===== src/rtl/dm_arb_if.sv =====
// Bus bundle between the two data-memory masters, the arbiter and the memory.
// slave: arbiter side; master: masters/memory side (testbench, CPU glue).
interface dm_arb_if #(
    parameter int AW = 10,
    parameter int DW = 32
);
    logic          m0_req;
    logic          m0_we;
    logic [AW-1:0] m0_addr;
    logic [DW-1:0] m0_wdata;
    logic          m0_gnt;
    logic [DW-1:0] m0_rdata;
    logic          m0_rvalid;
    logic          cpu_stall;

    logic          m1_req;
    logic          m1_lock;
    logic          m1_we;
    logic [AW-1:0] m1_addr;
    logic [DW-1:0] m1_wdata;
    logic          m1_gnt;
    logic [DW-1:0] m1_rdata;
    logic          m1_rvalid;

    logic [AW-1:0] mem_addr;
    logic [DW-1:0] mem_din;
    logic          mem_we;
    logic [DW-1:0] mem_dout;

    modport slave (
        input  m0_req, m0_we, m0_addr, m0_wdata,
        output m0_gnt, m0_rdata, m0_rvalid, cpu_stall,
        input  m1_req, m1_lock, m1_we, m1_addr, m1_wdata,
        output m1_gnt, m1_rdata, m1_rvalid,
        output mem_addr, mem_din, mem_we,
        input  mem_dout
    );

    modport master (
        output m0_req, m0_we, m0_addr, m0_wdata,
        input  m0_gnt, m0_rdata, m0_rvalid, cpu_stall,
        output m1_req, m1_lock, m1_we, m1_addr, m1_wdata,
        input  m1_gnt, m1_rdata, m1_rvalid,
        input  mem_addr, mem_din, mem_we,
        output mem_dout
    );
endinterface


===== src/rtl/dm_arb.sv =====
// Two-master round-robin arbiter for the single-port data memory, with a
// bounded burst lock for master 1. Ports: clk, reset (async, active-low), bus.
module dm_arb #(
    parameter int AW        = 10,
    parameter int DW        = 32,
    parameter int BURST_MAX = 8
) (
    input  logic     clk,
    input  logic     reset,
    dm_arb_if.slave  bus
);
    localparam logic [7:0] BMAX = 8'(BURST_MAX);

    logic          prio;
    logic          locked;
    logic [7:0]    burst_cnt;
    logic          gnt0;
    logic          gnt1;
    logic          at_max;
    logic          lock_clr;
    logic          locked_nxt;
    logic          rd0;
    logic          rd1;
    logic [AW-1:0] addr_mux;
    logic [DW-1:0] rdata0_q;
    logic [DW-1:0] rdata1_q;
    logic          rvalid0_q;
    logic          rvalid1_q;

    assign at_max = (burst_cnt >= BMAX);

    // Contention only matters when both request; a lone requester always wins.
    always_comb begin
        gnt0 = 1'b0;
        gnt1 = 1'b0;
        if (!(bus.m0_req && bus.m1_req)) begin
            gnt0 = bus.m0_req;
            gnt1 = bus.m1_req;
        end else if (locked) begin
            gnt1 = !at_max;
            gnt0 = at_max;
        end else begin
            gnt0 = !prio;
            gnt1 = prio;
        end
    end

    assign addr_mux      = gnt1 ? bus.m1_addr : bus.m0_addr;
    assign bus.mem_addr  = addr_mux;
    assign bus.mem_din   = gnt1 ? bus.m1_wdata : bus.m0_wdata;
    assign bus.mem_we    = (gnt1 & bus.m1_we) | (gnt0 & bus.m0_we);
    assign bus.m0_gnt    = gnt0;
    assign bus.m1_gnt    = gnt1;
    assign bus.cpu_stall = bus.m0_req & ~gnt0;

    assign rd0 = gnt0 & ~bus.m0_we;
    assign rd1 = gnt1 & ~bus.m1_we;

    // Lock survives only while master 1 keeps requesting with lock asserted
    // and master 0 has not been let through.
    assign lock_clr   = ~bus.m1_req | ~bus.m1_lock | gnt0;
    assign locked_nxt = (gnt1 & bus.m1_lock) | (locked & ~lock_clr);

    always_ff @(posedge clk or negedge reset) begin
        if (!reset) begin
            prio      <= 1'b0;
            locked    <= 1'b0;
            burst_cnt <= '0;
            rdata0_q  <= '0;
            rdata1_q  <= '0;
            rvalid0_q <= 1'b0;
            rvalid1_q <= 1'b0;
        end else begin
            if (gnt0 || gnt1)
                prio <= gnt0;
            locked <= locked_nxt;
            // Only grants taken while master 0 waits count toward the bound.
            if (!locked_nxt)
                burst_cnt <= '0;
            else if (locked && gnt1 && bus.m0_req && !at_max)
                burst_cnt <= burst_cnt + 8'd1;
            rvalid0_q <= rd0;
            rvalid1_q <= rd1;
            if (rd0)
                rdata0_q <= bus.mem_dout;
            if (rd1)
                rdata1_q <= bus.mem_dout;
        end
    end

    assign bus.m0_rdata  = rdata0_q;
    assign bus.m1_rdata  = rdata1_q;
    assign bus.m0_rvalid = rvalid0_q;
    assign bus.m1_rvalid = rvalid1_q;
endmodule


===== src/flat_wrapper.sv =====
// flat-port wrapper written by rule: the top's interface ports become plain ports
module dm_arb_flat 
#(
    parameter int AW        = 10,
    parameter int DW        = 32,
    parameter int BURST_MAX = 8
)
  (clk, reset, bus_m0_req, bus_m0_we, bus_m0_addr, bus_m0_wdata, bus_m0_gnt, bus_m0_rdata, bus_m0_rvalid, bus_cpu_stall, bus_m1_req, bus_m1_lock, bus_m1_we, bus_m1_addr, bus_m1_wdata, bus_m1_gnt, bus_m1_rdata, bus_m1_rvalid, bus_mem_addr, bus_mem_din, bus_mem_we, bus_mem_dout);
  dm_arb_if #(.AW(AW), .DW(DW)) bus_i ();
  input  logic clk;
  input  logic reset;
  input wire logic [$bits(bus_i.m0_req)-1:0] bus_m0_req;
  input wire logic [$bits(bus_i.m0_we)-1:0] bus_m0_we;
  input wire logic [$bits(bus_i.m0_addr)-1:0] bus_m0_addr;
  input wire logic [$bits(bus_i.m0_wdata)-1:0] bus_m0_wdata;
  output wire logic [$bits(bus_i.m0_gnt)-1:0] bus_m0_gnt;
  output wire logic [$bits(bus_i.m0_rdata)-1:0] bus_m0_rdata;
  output wire logic [$bits(bus_i.m0_rvalid)-1:0] bus_m0_rvalid;
  output wire logic [$bits(bus_i.cpu_stall)-1:0] bus_cpu_stall;
  input wire logic [$bits(bus_i.m1_req)-1:0] bus_m1_req;
  input wire logic [$bits(bus_i.m1_lock)-1:0] bus_m1_lock;
  input wire logic [$bits(bus_i.m1_we)-1:0] bus_m1_we;
  input wire logic [$bits(bus_i.m1_addr)-1:0] bus_m1_addr;
  input wire logic [$bits(bus_i.m1_wdata)-1:0] bus_m1_wdata;
  output wire logic [$bits(bus_i.m1_gnt)-1:0] bus_m1_gnt;
  output wire logic [$bits(bus_i.m1_rdata)-1:0] bus_m1_rdata;
  output wire logic [$bits(bus_i.m1_rvalid)-1:0] bus_m1_rvalid;
  output wire logic [$bits(bus_i.mem_addr)-1:0] bus_mem_addr;
  output wire logic [$bits(bus_i.mem_din)-1:0] bus_mem_din;
  output wire logic [$bits(bus_i.mem_we)-1:0] bus_mem_we;
  input wire logic [$bits(bus_i.mem_dout)-1:0] bus_mem_dout;
  assign bus_i.m0_req = bus_m0_req;
  assign bus_i.m0_we = bus_m0_we;
  assign bus_i.m0_addr = bus_m0_addr;
  assign bus_i.m0_wdata = bus_m0_wdata;
  assign bus_m0_gnt = bus_i.m0_gnt;
  assign bus_m0_rdata = bus_i.m0_rdata;
  assign bus_m0_rvalid = bus_i.m0_rvalid;
  assign bus_cpu_stall = bus_i.cpu_stall;
  assign bus_i.m1_req = bus_m1_req;
  assign bus_i.m1_lock = bus_m1_lock;
  assign bus_i.m1_we = bus_m1_we;
  assign bus_i.m1_addr = bus_m1_addr;
  assign bus_i.m1_wdata = bus_m1_wdata;
  assign bus_m1_gnt = bus_i.m1_gnt;
  assign bus_m1_rdata = bus_i.m1_rdata;
  assign bus_m1_rvalid = bus_i.m1_rvalid;
  assign bus_mem_addr = bus_i.mem_addr;
  assign bus_mem_din = bus_i.mem_din;
  assign bus_mem_we = bus_i.mem_we;
  assign bus_i.mem_dout = bus_mem_dout;
  dm_arb #(.AW(AW), .DW(DW), .BURST_MAX(BURST_MAX)) u_core (.clk(clk), .reset(reset), .bus(bus_i));
endmodule

===== config.mk =====
export PLATFORM = sky130hd
export DESIGN_NAME = dm_arb_flat
export DESIGN_NICKNAME = d
export VERILOG_FILES = /design/src/rtl/dm_arb_if.sv /design/src/rtl/dm_arb.sv /design/src/flat_wrapper.sv
export SDC_FILE = /design/constraint.sdc
export NUM_CORES = 1
export LEC_CHECK = 0
export BUFFER_PORTS_ARGS = -buffer_cell sky130_fd_sc_hd__buf_4
export CORE_UTILIZATION = 35
export DETAILED_ROUTE_END_ITERATION = 6
export PLACE_DENSITY = 0.76
export SETUP_SLACK_MARGIN = 0.02
export SYNTH_ARGS = -nofsm -noshare
export SYNTH_HDL_FRONTEND = slang
export SYNTH_SLANG_ARGS = --single-unit

===== constraint.sdc =====
create_clock -name clk -period 2.6 [get_ports clk]
set_input_delay 0.39 -clock clk [delete_from_list [all_inputs] [get_ports clk]]
set_output_delay 0.39 -clock clk [all_outputs]
set_load 0.01 [all_outputs]

==> out/qor.yml <==
synth:
  yosys_warnings: 0
  yosysUniqueCellTypes: 27
  synth_area_leader_cell: "dfrtp_1"
  synth_area_sq_um: 3430
  synth-edff-count: 0
  syn_avg_cell_area_sq_um: 14.7
  synth_nets: 358
  async_flop_share: 1.00
  synth_cells: 233
  yosysSeqAreaShare: 0.555
  synth_flop_cell: "dfrtp_1"
  yosys.area.top_type_share: 0.555
  synth.area.top_cells: "dfrtp_1, mux2_2, mux2_1, buf_2, inv_1"
  ys_ff_latch: 76
timing:
  post-route-min-period_ps: 2760
  hold_slack_ps: 195
  hold_viol: 0
  fin_crit_sh: 1.06
  max_freq_mhz: 363
  timing.final.ws_setup_ps: -157
  worstMarginPinSlew_ps: 938
  rsz0062_at_grt: "true"
  fin_skew_ps: 17.7
  setup_viol: 43
  slew_viol_final: 0
  max_slew_margin: 0.375
run_status:
  failed_checks: "setup timing"
  status: "finished with violations"
cts:
  cts_root_buf: "clkbuf_8"
  numCtsBuffers: 9
  ctsHoldBuffers: 0
  htree_num_levels: 3
  clk_pin_slew_ps: 80
  insertion_delay_ps: 350
  cts_tree: "done"
  cts.sinks: 76
  clockBufferDepth: 2
cells_and_area:
  utilization: 0.656
  area_growth_pct: 79.4
  stdcell_count: 622
  layout-drive-gt1-share: 0.775
  final_area_sq_um: 6140
  n_fill_cell: 747
  final_nets: 613
  layout_common_cells: "buf_4, dfrtp_1, mux2_4"
  layout_commonest_cell: "buf_4"
  diodes: 0
floorplanning:
  io_pins: 235
  die_h_microns: 101
  core_area_sq_um: 9370
  die_w_microns: 101
  fp.dieArea_sq_um: 10200
  row_count: 35
  start_util: 0.366
drt:
  postRouteAntennaNets: 0
  first_iter_violations: 67
  drc: 0
  drt_pre_antenna_iters: 4
  via_count: 2968
  wl_per_cell_microns: 19.6
  wirelength_microns: 12200
  vias_per_cell: 4.77
critical_path:
  crit_path_end: "bus_mem_din[28]"
  critPathKind: "reg -> out"
  worstReg2RegStart: "u_core.burst_cnt[6]"
  critPathCaptureType: "primary output"
  crit_arrival_ps: 2370
  rr_worst_depth: 10
  reg2reg_slack_ps: 10
  crit_path_start: "u_core.burst_cnt[6]"
  required_ps: 2210
  r2r_end: "u_core.bus.m1_rdata[16]"
  critPathMaxFanout: 20
  cp-start-kind: "flip-flop"
placement:
  dpl.cell_count: 587
  dp_hpwl_microns: 8390
  portBuffers: 234
  placed_cell_area_sq_um: 5340
  gp_congestion: 0.915
grt:
  grt_max_degree: 77
  antenna_found_initial: 0
  grt-busiest-layer: "met2"
  overflow: 0
  grt_usage: 0.214
  grtUsageMet3: 0.0867
  gr-usage-met1: 0.203
  grt_pass1_wl_microns: 16100
  grt_pass1_vias: 3174
  grtUsageMet2: 0.399
power_and_ir_drop:
  powerDensity_nw_per_um2: 670
  p_leak_nw: 3.12
  vdd_drop_max_v: 0.000495
run:
  cap_viol_max_count: 0
hold_path:
  hold_path_class: "in -> async"
[critical path, stage by stage (launching register included)]
cell	delay, ps
dfrtp_1	380
or4_4	560
o311ai_4	250
buf_4	180
buf_16	160
mux2_2	350
buf_4	140
[cells in the mapped netlist (2+ instances only)]
cell      instances
and3_1            4
buf_2             9
buf_4             2
dfrtp_1          76
ha_1              2
inv_1             8
mux2_1           29
mux2_2           77
nand2_1           2
nand2b_1          2
nor2_1            4
nor2b_1           2
xnor2_1           2
[where the power goes]
| group | internal (mW) | leakage, nW | switching (mW) | total, mW |
|---|---|---|---|---|
| sequential | 1.42 | 0.915 | 0.135 | 1.55 |
| combinational | 1.02 | 2.09 | 0.617 | 1.63 |
| clock | 0.480 | 0.108 | 0.451 | 0.931 |
| total | 2.91 | 3.12 | 1.20 | 4.12 |
[flip-flops by register name, summed over array words and instances (netlist names)]
signal	flops
u_core.locked	1
u_core.prio	1
u_core.bus.m0_rvalid	1
u_core.bus.m1_rdata	32
u_core.burst_cnt	8
u_core.bus.m0_rdata	32
u_core.bus.m1_rvalid	1
[area by class of cell]
cell class              count  area [sq um]  share of cell area
clock buffers              10           138              0.0224
clock inverters             6          72.6              0.0118
inverters                   8          30.0             0.00489
multi-input cells         136          1630               0.265
flip-flops and latches     76          1900               0.310
well taps                 129           161              0.0263
repair buffers            257          2210               0.360
[cell families after synthesis]
logic type / count (synthesis) / share of synthesized area
multiplexers: 107 / 0.351
flip-flops: 76 / 0.555
AO/OA/AOI/OAI: 7 / 0.0205
XOR/XNOR: 2 / 0.00511
adder cells (fa/ha/maj): 2 / 0.00730
buffers and inverters: 21 / 0.0307
AND/OR/NAND/NOR: 18 / 0.0299
[timing repair]
action / CTS / global route
setup endpoints to repair: 42 / 75
gates cloned: 1 / 7
pin swaps: 1 / 0
setup buffers: 6 / 5
gates resized for setup: 24 / 62
[worst min path at each step]
stage / from / to / slack (ps)
6_report: reset / u_core.bus.m0_rdata[0] / 190
2_1_floorplan: reset / u_core.burst_cnt[0] / 90
3_5_place_dp: u_core.bus.m1_rdata[24] / u_core.bus.m1_rdata[24] / 480
3_3_place_gp: u_core.bus.m1_rdata[25] / u_core.bus.m1_rdata[25] / 470
5_1_grt: bus_mem_dout[8] / u_core.bus.m1_rdata[8] / 250
4_1_cts: reset / u_core.bus.m0_rdata[8] / 210
[per-stage QoR]
stage / power (mW) / worst slack [ps] / setup TNS (ps)
after global placement: 2.85 / 186 / 0
after CTS: 3.90 / -170 / -5980
after floorplan: 2.10 / 281 / 0
final: 4.12 / -157 / -4960
after global routing: 4.31 / -271 / -11960
after detailed placement: 2.90 / 163 / 0
[per-layer routing]
| layer | share of wire | vias up |
|---|---|---|
| met1 | 0.36 | 1462 |
| met3 | 0.094 | 17 |
| met4 | 0.025 | 0 |
| li1 | - | 1344 |
| met2 | 0.52 | 145 |
| met5 | 0 | - |
Power figures use the tool's default switching activity.
